==> src/rtl/mem_arb_pkg.sv <==
// Shared definitions for the multi-channel byte-serial memory arbiter.
//   state_t    : arbiter FSM encoding (IDLE / RD / WR / DONE)
//   LEN_*      : request length codes carried on ch_len
//   IO_BASE    : start of the memory-mapped IO window
//   len_bytes(): length code -> byte count (the illegal code 2'b10 counts as 4 bytes)
package mem_arb_pkg;

  typedef enum logic [1:0] {
    ST_IDLE = 2'd0,
    ST_RD   = 2'd1,
    ST_WR   = 2'd2,
    ST_DONE = 2'd3
  } state_t;

  localparam logic [1:0]  LEN_1B  = 2'b00;
  localparam logic [1:0]  LEN_2B  = 2'b01;
  localparam logic [1:0]  LEN_4B  = 2'b11;
  localparam logic [31:0] IO_BASE = 32'h0003_0000;

  function automatic logic [2:0] len_bytes(input logic [1:0] len);
    case (len)
      LEN_1B:  return 3'd1;
      LEN_2B:  return 3'd2;
      default: return 3'd4;
    endcase
  endfunction

endpackage

==> src/rtl/mem_arbiter_if.sv <==
// Request channels plus the byte-serial RAM/IO bus, bundled into one interface.
//   ch_req/ch_we/ch_len/ch_addr/ch_wdata/ch_abort : per-channel request side (packed, channel-major)
//   ch_done/ch_rdata                              : completion pulse and read data
//   mem_din/mem_dout/mem_a/mem_wr                 : memory pins
// slave  : the arbiter's view.
// master : the requester/memory-system view.
interface mem_arbiter_if #(parameter int NUM_CH = 2);

  logic [NUM_CH-1:0]    ch_req;
  logic [NUM_CH-1:0]    ch_we;
  logic [2*NUM_CH-1:0]  ch_len;
  logic [32*NUM_CH-1:0] ch_addr;
  logic [32*NUM_CH-1:0] ch_wdata;
  logic [NUM_CH-1:0]    ch_abort;
  logic [NUM_CH-1:0]    ch_done;
  logic [31:0]          ch_rdata;
  logic [7:0]           mem_din;
  logic [7:0]           mem_dout;
  logic [31:0]          mem_a;
  logic                 mem_wr;

  modport slave (
    input  ch_req, ch_we, ch_len, ch_addr, ch_wdata, ch_abort, mem_din,
    output ch_done, ch_rdata, mem_dout, mem_a, mem_wr
  );

  modport master (
    output ch_req, ch_we, ch_len, ch_addr, ch_wdata, ch_abort, mem_din,
    input  ch_done, ch_rdata, mem_dout, mem_a, mem_wr
  );

endinterface

==> src/rtl/mem_arb_pick.sv <==
// Combinational channel picker.
//   i_req : candidate requests (already masked by abort)
//   i_ptr : round-robin pointer (last winner); ignored in fixed mode
//   o_gnt : one-hot grant (all zero when nothing requests)
//   o_idx : index of the granted channel (0 when nothing requests)
// ARB_MODE 0 picks the lowest set index. ARB_MODE 1 scans from i_ptr+1 with wrap.
module mem_arb_pick #(
  parameter int NUM_CH   = 2,
  parameter int ARB_MODE = 0,
  parameter int IDX_W    = 1
) (
  input  logic [NUM_CH-1:0] i_req,
  input  logic [IDX_W-1:0]  i_ptr,
  output logic [NUM_CH-1:0] o_gnt,
  output logic [IDX_W-1:0]  o_idx
);

  logic [IDX_W-1:0] w_cand;

  // Both scans walk from lowest to highest priority, so the last hit is the winner.
  always_comb begin
    o_gnt  = '0;
    o_idx  = '0;
    w_cand = '0;
    if (ARB_MODE == 0) begin
      for (int i = NUM_CH - 1; i >= 0; i--) begin
        w_cand = IDX_W'(i);
        if (i_req[w_cand]) o_idx = w_cand;
      end
    end else begin
      for (int off = NUM_CH; off >= 1; off--) begin
        w_cand = IDX_W'((int'(i_ptr) + off) % NUM_CH);
        if (i_req[w_cand]) o_idx = w_cand;
      end
    end
    if (|i_req) o_gnt[o_idx] = 1'b1;
  end

endmodule

==> src/rtl/mem_arbiter.sv <==
// NUM_CH-channel arbiter onto a single byte-serial RAM/IO bus.
//   clk, rst : clock and synchronous active-high reset
//   rdy_in   : global ready; while low, all state holds and mem_wr is forced to 0
//   bus      : channel requests/completions and memory pins (mem_arbiter_if.slave)
// Transactions are 1/2/4 bytes long. Each cycle issues one byte address.
// Read bytes come back one cycle after their address.
module mem_arbiter
  import mem_arb_pkg::*;
#(
  parameter int NUM_CH   = 2,
  parameter int ADDR_W   = 18,
  parameter int ARB_MODE = 0
) (
  input  logic           clk,
  input  logic           rst,
  input  logic           rdy_in,
  mem_arbiter_if.slave   bus
);

  localparam int          IDX_W     = (NUM_CH > 1) ? $clog2(NUM_CH) : 1;
  localparam logic [31:0] ADDR_MASK = (ADDR_W >= 32) ? 32'hFFFF_FFFF
                                                     : ((32'd1 << ADDR_W) - 32'd1);

  state_t            r_state,    w_state_next;
  logic [IDX_W-1:0]  r_ptr,      w_ptr_next;
  logic [IDX_W-1:0]  r_owner,    w_owner_next;
  logic [2:0]        r_nbytes,   w_nbytes_next;
  logic [2:0]        r_cnt,      w_cnt_next;
  logic [31:0]       r_addr,     w_addr_next;
  logic [31:0]       r_wdata,    w_wdata_next;
  logic [31:0]       r_buf,      w_buf_next;
  logic [31:0]       r_rdata,    w_rdata_next;
  logic [31:0]       r_mem_a,    w_mem_a_next;
  logic [7:0]        r_mem_dout, w_mem_dout_next;
  logic              r_mem_wr,   w_mem_wr_next;
  logic [NUM_CH-1:0] r_done,     w_done_next;

  logic [NUM_CH-1:0] w_gnt;
  logic [IDX_W-1:0]  w_win;
  logic [31:0]       w_byte_ins;
  logic [1:0]        w_ch_len   [NUM_CH];
  logic [31:0]       w_ch_addr  [NUM_CH];
  logic [31:0]       w_ch_wdata [NUM_CH];

  for (genvar gi = 0; gi < NUM_CH; gi++) begin : g_ch
    assign w_ch_len[gi]   = bus.ch_len[2*gi +: 2];
    assign w_ch_addr[gi]  = bus.ch_addr[32*gi +: 32];
    assign w_ch_wdata[gi] = bus.ch_wdata[32*gi +: 32];
  end

  // An aborting channel never wins a grant.
  mem_arb_pick #(.NUM_CH(NUM_CH), .ARB_MODE(ARB_MODE), .IDX_W(IDX_W)) u_pick (
    .i_req (bus.ch_req & ~bus.ch_abort),
    .i_ptr (r_ptr),
    .o_gnt (w_gnt),
    .o_idx (w_win)
  );

  // Read capture: in RD count r_cnt = k (k >= 1), mem_din carries byte k-1.
  always_comb begin
    w_byte_ins = r_buf;
    for (int b = 0; b < 4; b++) begin
      if (b + 1 == int'(r_cnt)) w_byte_ins[8*b +: 8] = bus.mem_din;
    end
  end

  always_comb begin
    w_state_next    = r_state;
    w_ptr_next      = r_ptr;
    w_owner_next    = r_owner;
    w_nbytes_next   = r_nbytes;
    w_cnt_next      = r_cnt;
    w_addr_next     = r_addr;
    w_wdata_next    = r_wdata;
    w_buf_next      = r_buf;
    w_rdata_next    = r_rdata;
    w_mem_a_next    = r_mem_a;
    w_mem_dout_next = r_mem_dout;
    w_mem_wr_next   = r_mem_wr;
    w_done_next     = r_done;

    case (r_state)
      ST_IDLE: begin
        if (|w_gnt) begin
          w_owner_next  = w_win;
          w_nbytes_next = len_bytes(w_ch_len[w_win]);
          w_addr_next   = w_ch_addr[w_win];
          w_wdata_next  = w_ch_wdata[w_win];
          w_cnt_next    = 3'd0;
          w_buf_next    = '0;
          w_mem_a_next  = w_ch_addr[w_win];
          if (ARB_MODE != 0) w_ptr_next = w_win;
          if (bus.ch_we[w_win]) begin
            w_state_next    = ST_WR;
            w_mem_wr_next   = 1'b1;
            w_mem_dout_next = w_ch_wdata[w_win][7:0];
          end else begin
            w_state_next  = ST_RD;
            w_mem_wr_next = 1'b0;
          end
        end
      end

      // r_wdata shifts right so its low byte is always the byte on mem_dout.
      ST_WR: begin
        if (r_cnt + 3'd1 == r_nbytes) begin
          w_state_next         = ST_DONE;
          w_mem_wr_next        = 1'b0;
          w_rdata_next         = '0;
          w_done_next          = '0;
          w_done_next[r_owner] = 1'b1;
        end else begin
          w_cnt_next      = r_cnt + 3'd1;
          w_mem_a_next    = r_addr + {29'd0, r_cnt} + 32'd1;
          w_wdata_next    = r_wdata >> 8;
          w_mem_dout_next = r_wdata[15:8];
        end
      end

      // Addresses go out for counts 0..L-1 and bytes land for counts 1..L.
      // Abort leaves mem_a parked on the last issued address.
      ST_RD: begin
        if (bus.ch_abort[r_owner]) begin
          w_state_next = ST_IDLE;
        end else begin
          if (r_cnt != 3'd0) w_buf_next = w_byte_ins;
          if (r_cnt == r_nbytes) begin
            w_state_next         = ST_DONE;
            w_rdata_next         = w_byte_ins;
            w_done_next          = '0;
            w_done_next[r_owner] = 1'b1;
          end else begin
            w_cnt_next = r_cnt + 3'd1;
            if (r_cnt + 3'd1 < r_nbytes) w_mem_a_next = r_addr + {29'd0, r_cnt} + 32'd1;
          end
        end
      end

      ST_DONE: begin
        w_state_next = ST_IDLE;
        w_done_next  = '0;
      end

      default: w_state_next = ST_IDLE;
    endcase
  end

  always_ff @(posedge clk) begin
    if (rst) begin
      r_state    <= ST_IDLE;
      r_ptr      <= IDX_W'(NUM_CH - 1);
      r_owner    <= '0;
      r_nbytes   <= 3'd0;
      r_cnt      <= 3'd0;
      r_addr     <= '0;
      r_wdata    <= '0;
      r_buf      <= '0;
      r_rdata    <= '0;
      r_mem_a    <= '0;
      r_mem_dout <= '0;
      r_mem_wr   <= 1'b0;
      r_done     <= '0;
    end else if (rdy_in) begin
      r_state    <= w_state_next;
      r_ptr      <= w_ptr_next;
      r_owner    <= w_owner_next;
      r_nbytes   <= w_nbytes_next;
      r_cnt      <= w_cnt_next;
      r_addr     <= w_addr_next;
      r_wdata    <= w_wdata_next;
      r_buf      <= w_buf_next;
      r_rdata    <= w_rdata_next;
      r_mem_a    <= w_mem_a_next;
      r_mem_dout <= w_mem_dout_next;
      r_mem_wr   <= w_mem_wr_next;
      r_done     <= w_done_next;
    end
  end

  assign bus.mem_a    = r_mem_a & ADDR_MASK;
  assign bus.mem_dout = r_mem_dout;
  assign bus.mem_wr   = r_mem_wr & rdy_in;
  assign bus.ch_done  = r_done;
  assign bus.ch_rdata = r_rdata;

endmodule

==> src/flat_wrapper.sv <==
// flat-port wrapper written by rule: the top's interface ports become plain ports
module mem_arbiter_flat import mem_arb_pkg::*;
#(
  parameter int NUM_CH   = 2,
  parameter int ADDR_W   = 18,
  parameter int ARB_MODE = 0
)
  (clk, rst, rdy_in, bus_ch_req, bus_ch_we, bus_ch_len, bus_ch_addr, bus_ch_wdata, bus_ch_abort, bus_mem_din, bus_ch_done, bus_ch_rdata, bus_mem_dout, bus_mem_a, bus_mem_wr);
  mem_arbiter_if #(.NUM_CH(NUM_CH)) bus_i ();
  input  logic clk;
  input  logic rst;
  input  logic rdy_in;
  input wire logic [$bits(bus_i.ch_req)-1:0] bus_ch_req;
  input wire logic [$bits(bus_i.ch_we)-1:0] bus_ch_we;
  input wire logic [$bits(bus_i.ch_len)-1:0] bus_ch_len;
  input wire logic [$bits(bus_i.ch_addr)-1:0] bus_ch_addr;
  input wire logic [$bits(bus_i.ch_wdata)-1:0] bus_ch_wdata;
  input wire logic [$bits(bus_i.ch_abort)-1:0] bus_ch_abort;
  input wire logic [$bits(bus_i.mem_din)-1:0] bus_mem_din;
  output wire logic [$bits(bus_i.ch_done)-1:0] bus_ch_done;
  output wire logic [$bits(bus_i.ch_rdata)-1:0] bus_ch_rdata;
  output wire logic [$bits(bus_i.mem_dout)-1:0] bus_mem_dout;
  output wire logic [$bits(bus_i.mem_a)-1:0] bus_mem_a;
  output wire logic [$bits(bus_i.mem_wr)-1:0] bus_mem_wr;
  assign bus_i.ch_req = bus_ch_req;
  assign bus_i.ch_we = bus_ch_we;
  assign bus_i.ch_len = bus_ch_len;
  assign bus_i.ch_addr = bus_ch_addr;
  assign bus_i.ch_wdata = bus_ch_wdata;
  assign bus_i.ch_abort = bus_ch_abort;
  assign bus_i.mem_din = bus_mem_din;
  assign bus_ch_done = bus_i.ch_done;
  assign bus_ch_rdata = bus_i.ch_rdata;
  assign bus_mem_dout = bus_i.mem_dout;
  assign bus_mem_a = bus_i.mem_a;
  assign bus_mem_wr = bus_i.mem_wr;
  mem_arbiter #(.NUM_CH(NUM_CH), .ADDR_W(ADDR_W), .ARB_MODE(ARB_MODE)) u_core (.clk(clk), .rst(rst), .rdy_in(rdy_in), .bus(bus_i));
endmodule
==> config.mk <==
export PLATFORM = sky130hd
export DESIGN_NAME = mem_arbiter_flat
export DESIGN_NICKNAME = d
export VERILOG_FILES = /design/src/rtl/mem_arb_pkg.sv /design/src/rtl/mem_arbiter_if.sv /design/src/rtl/mem_arb_pick.sv /design/src/rtl/mem_arbiter.sv /design/src/flat_wrapper.sv
export SDC_FILE = /design/constraint.sdc
export NUM_CORES = 1
export LEC_CHECK = 0
export CORE_UTILIZATION = 34
export DETAILED_ROUTE_END_ITERATION = 10
export GPL_TIMING_DRIVEN = 0
export SETUP_SLACK_MARGIN = 0.15
export SLEW_MARGIN = 30
export SYNTH_ARGS = -nofsm -noshare
export SYNTH_HDL_FRONTEND = slang
export SYNTH_HIERARCHICAL = 1
export SYNTH_SLANG_ARGS = --single-unit
==> constraint.sdc <==
create_clock -name clk -period 6.6 [get_ports clk]
set_input_delay 1.65 -clock clk [delete_from_list [all_inputs] [get_ports clk]]
set_output_delay 1.65 -clock clk [all_outputs]
set_load 0.01 [all_outputs]
==> results of run 1 <==
==> final cells by class <==
type                       instances  area (um2)
buffer                            73         375
clock buffer                      21         470
clock inverter                    11         113
fill                            2104       11000
inverter                          49         184
multi-input combinational        573        3950
sequential                       144        2880
tap                              275         344
timing repair buffer             180        1800
==> through the flow <==
step / total power, mW / hold slack [ns] / instance area [um2] / utilization, %
floorplan: 1.24 / 0.440 / 7390 / -
global placement: 1.45 / 0.449 / 9530 / 45.2
detailed placement: 1.45 / 0.448 / 9540 / 45.2
CTS: 2.41 / 0.466 / 10100 / 48.0
global route: 2.50 / 0.476 / 10100 / 48.0
finish: 2.39 / 0.460 / 10100 / 48.0
==> worst paths after layout <==
path,end,slack (ns),cells after the start
max,bus_mem_wr,2.35,4
min,u_core/bus.ch_rdata[28],0.46,1
max reg2reg,u_core/r_mem_a[9],3.40,10
min reg2reg,u_core/bus.ch_rdata[28],0.46,1
==> worst reg2reg max path, stage by stage, from the launching register on <==
cell and delay, ns:
dfxtp_1 0.41, ha_1 0.23, ha_1 0.31, inv_1 0.05, ha_1 0.30, nand4_1 0.14
nand3_1 0.13, nor2_1 0.67, clkbuf_1 0.51, o2111ai_1 0.21, a21oi_1 0.16
==> per-layer routing <==
| metal | up-vias | global-route usage [%] | wire (um) |
|---|---|---|---|
| li1 | 3376 | - | - |
| met2 | 205 | 32.8 | 10300 |
| met3 | 17 | 5.08 | 1350 |
| met5 | - | 0 | 0 |
| met1 | 3119 | 26.9 | 10200 |
| met4 | 0 | 5.26 | 227 |
==> flip-flops by register name (all words and copies together) (netlist names) <==
name,cells
u_core/r_state,2
u_core/r_mem_wr,1
u_core/r_nbytes,3
u_core/r_addr,18
u_core/r_wdata,24
u_core/bus.mem_dout,8
u_core/r_mem_a,18
u_core/r_owner,1
u_core/bus.ch_rdata,32
u_core/bus.ch_done,2
u_core/r_buf,32
u_core/r_cnt,3
==> power by group through the flow <==
stage          combinational (mW)  sequential (mW)  clock [mW]
2_1_floorplan               0.274            0.968           0
3_3_place_gp                0.483            0.966           0
3_5_place_dp                0.485            0.967           0
4_1_cts                     0.489            0.949       0.969
5_1_grt                     0.533            0.954        1.01
6_report                    0.488            0.949       0.951
==> impl_metrics.ini, run 1 <==
[place]
dp_cells = 1294
gp_congestion = 0.818
dp_hpwl_um = 16600
port_buffers = 180
dp_slack_ns = 2.15

[final_layout]
nets = 1203
drive_gt1_share_pct = 8.09
num_antenna_cells = 0
syn_to_final_growth_pct = 37.9
final_cells = 1326
layout_commonest_cell = clkdlybuf4s50_1
final_cell_mix = 180 x clkdlybuf4s50_1, 144 x dfxtp_1, 87 x nor2_1

[setup_path]
r2r_start = u_core/r_cnt[1]
cp.required_ns = 4.95
crit_path_end_kind = primary output
path_buf_inv = 3
crit_type = input pin to primary output
critPathLaunchType = input pin
worst-endpoint-arrival_ns = 2.60
critPathMaxFanout = 9
worstPathCellList = buf_2, inv_1, nor2_1, clkdlybuf4s50_1
slowest_stage = clkdlybuf4s50_1
max_stage_delay_ns = 0.58
crit_family = buffers and inverters
crit_start = rdy_in

[clock_tree]
cts_tree = done
cts_buffer_depth = 2
cts_hold_buf = 0
cts_buffers = 17
htree_levels = 4
cts-resized-gates = 0
cts_setup_buffers = 0
root_buffer = clkbuf_16
clkLatencyLatePin_ns = 0.42
clk_pin_slew_ns = 0.06
cts.sinks = 144

[synthesis]
postSynthAreaPerCell_um2 = 8.89
syn-instance-count = 826
syn_area_um2 = 7340
yosysWarnings = 6

[floorplanning]
dieArea_um2 = 22200
coreArea_um2 = 21100
initial_utilization_pct = 34.8
pin_count = 224
die_h_um = 149
rows = 53
die_x_um = 149

[sta]
rsz0062_at_grt = no
fin_tns_setup_ns = 0
tightest_slew_ns = 0.842
relSlewSlack_pct = 43.6
finalClockSkew_ns = 0.00802
fmax_mhz = 235
fin_ws_ns = 2.35
finalHoldViolCount = 0
period_share_pct = 64.4
period_minus_slack_ns = 4.25
setup_viol = 0
drv_slew = 0

[power_and_ir_drop]
net-switching-power_mw = 0.669
ir_worst_vdd_uv = 144
p_sw_share_pct = 28.0
cellLeakagePower_nw = 3.78
p_comb_share_pct = 20.4
power_density_nw_per_um2 = 236
clkPwrFrac_pct = 39.8
pwr-share-seq_pct = 39.7
internal_power_mw = 1.72

[drt]
via_per_inst = 5.07
vias = 6717
drt_iter0_markers = 408
dr.pass1.iters = 5
post_drt_wl_per_cell_um = 16.6
wirelength_um = 22100
ant_nets = 0
drc = 0

[worst_hold_path]
hold_path_class = flop to flop
hold_start = u_core/bus.ch_rdata[28]

[global_route]
grt_pass1_wl_um = 34800
grt_max_degree = 17
first_global_vias = 6440
antenna_found_initial = 0
grt_usage_pct = 20.3
grt_overflow = 0

[outcome]
status = finished clean

[flow_run]
max_cap_violations = 0
(Power assumes the default switching activity.)
==> inputs of run 2 (changes only) <==
Clock period 6.6 ns to 3.5 ns, I/O delays scaled along.
==> run 2 against run 1 <==
Clock skew about the same. Critical path type is now input pin to flop. Global-route usage unchanged. Sequential power up 89%. Sequential share of layout area about the same. Via count about the same. Highest routed layer unchanged. Setup slack worse by 1.9 ns. Critical path depth up 6. Critical endpoint is now u_core/r_mem_a[9]. Largest cell class unchanged.
==> impl_metrics.ini, run 2 (synthesized netlist as in run 1, its figures left out) <==
[final_layout]
final_cell_mix = 180 x clkdlybuf4s50_1, 144 x dfxtp_1, 86 x nor2_1
finalCoreUtilization_pct = 48.0
nFillCells = 2105
layout_commonest_cell = clkdlybuf4s50_1
nets = 1203
register_area_um2 = 2880
final_cells = 1326
multi_input_comb_area_um2 = 3950
drive_gt1_share_pct = 8.18
num_antenna_cells = 0
syn_to_final_growth_pct = 37.9

[drt]
drt_iter0_markers = 404
dr.pass1.iters = 5
vias = 6716
via_per_inst = 5.06
drc = 0
post_drt_wl_per_cell_um = 16.6
wirelength_um = 22100
ant_nets = 0

[power_and_ir_drop]
fin_total_pwr_mw = 4.50
ir_worst_vdd_uv = 272
cellLeakagePower_nw = 3.78
power_density_nw_per_um2 = 445

[floorplanning]
dieArea_um2 = 22200
die_x_um = 149
initial_utilization_pct = 34.8
rows = 53
die_h_um = 149
pin_count = 224
coreArea_um2 = 21100

[clock_tree]
cts_buffers = 17
cts_tree = done
cts_buffer_depth = 2
clkLatencyLatePin_ns = 0.42
htree_levels = 4
cts.sinks = 144
clk_pin_slew_ns = 0.06
root_buffer = clkbuf_16

[setup_path]
max_stage_delay_ns = 0.53
r2r_start = u_core/r_cnt[1]
crit_start = bus_ch_abort[0]
worstPathCellList = clkdlybuf4s50_1, nor2b_1, nor2b_1, buf_4, or3b_1, nand3_1, nor2_2, clkbuf_1, o2111ai_1, a21oi_1
cp.required_ns = 3.85
crit_path_end_kind = flop
cp_common_cell = nor2b_1
critPathLaunchType = input pin
critPathMaxFanout = 10
worst-endpoint-arrival_ns = 3.38
crit_type = input pin to flop
slowest_stage = clkdlybuf4s50_1

[place]
dp_slack_ns = -0.171
dp_hpwl_um = 16600
dp_cells = 1294
gp_congestion = 0.818
port_buffers = 180

[global_route]
grt_pass1_wl_um = 34800
first_global_vias = 6440
grt_usage_pct = 20.3
antenna_found_initial = 0
grt_overflow = 0
grt_max_degree = 17

[sta]
relSlewSlack_pct = 52.1
tightest_slew_ns = 0.719
period_minus_slack_ns = 3.03
drv_slew = 0
fmax_mhz = 330
fin_ws_ns = 0.470
finalHoldViolCount = 0
rsz0062_at_grt = no
period_share_pct = 86.6
finalClockSkew_ns = 0.00770
setup_viol = 0

[worst_hold_path]
hold_start = u_core/bus.ch_rdata[28]
hold_path_class = flop to flop

[outcome]
status = finished clean

[flow_run]
max_cap_violations = 0
-- run 2: final cells by class --
cell class / count / area share [%]
Sequential cell: 144 / 28.5
Timing Repair Buffer: 180 / 17.8
Multi-Input combinational cell: 573 / 39.1
Clock inverter: 11 / 1.11
Tap cell: 275 / 3.40
Inverter: 49 / 1.82
Buffer: 73 / 3.71
Clock buffer: 21 / 4.65
-- run 2: critical path: cells and delay by family --
family	cells	cell delay (ns)
AO/OA/AOI/OAI	2	0.37
buffers and inverters	3	1.16
AND/OR/NAND/NOR	5	0.96
-- run 2: report_power, final --
group / internal (mW) / switching (mW)
logic: 0.416 / 0.506
registers: 1.73 / 0.0605
clock network: 1.10 / 0.695
-- run 2: per-stage QoR --
step           hold slack [ns]  setup TNS, ns  cell area (um2)
2_1_floorplan            0.440              0             7390
3_3_place_gp             0.449         -0.902             9530
3_5_place_dp             0.448          -1.00             9540
4_1_cts                  0.466              0            10100
5_1_grt                  0.476              0            10100
6_report                 0.460              0            10100
-- run 2: repair_timing --
action	CTS	global route
resized for setup	0	1
endpoints found under the setup margin	0	9
hold buffers	0	0
buffers inserted	0	0
endpoints found under the hold margin	0	0
-- run 2: path summary, 6_finish.rpt --
path	endpoint	slack, ns	cells past startpoint
setup reg to reg	u_core/r_mem_a[9]	0.53	10
hold reg to reg	u_core/bus.ch_rdata[28]	0.46	1
hold / removal	u_core/bus.ch_rdata[28]	0.46	1
setup / recovery	u_core/r_mem_a[9]	0.47	10
-- run 2: routing by layer --
layer / up-vias / part of all wire, % / GRT usage, %
met3: 16 / 6.0 / 5.08
met4: 0 / 1.0 / 5.26
li1: 3373 / - / -
met1: 3128 / 46 / 26.9
met5: - / 0 / 0
met2: 199 / 47 / 32.8
==> inputs of run 3 (changes only) <==
Settings changed: HOLD_SLACK_MARGIN set to 0.15.
==> results of run 3 <==
The final DEF is identical to that of run 2; final timing and power are the same.
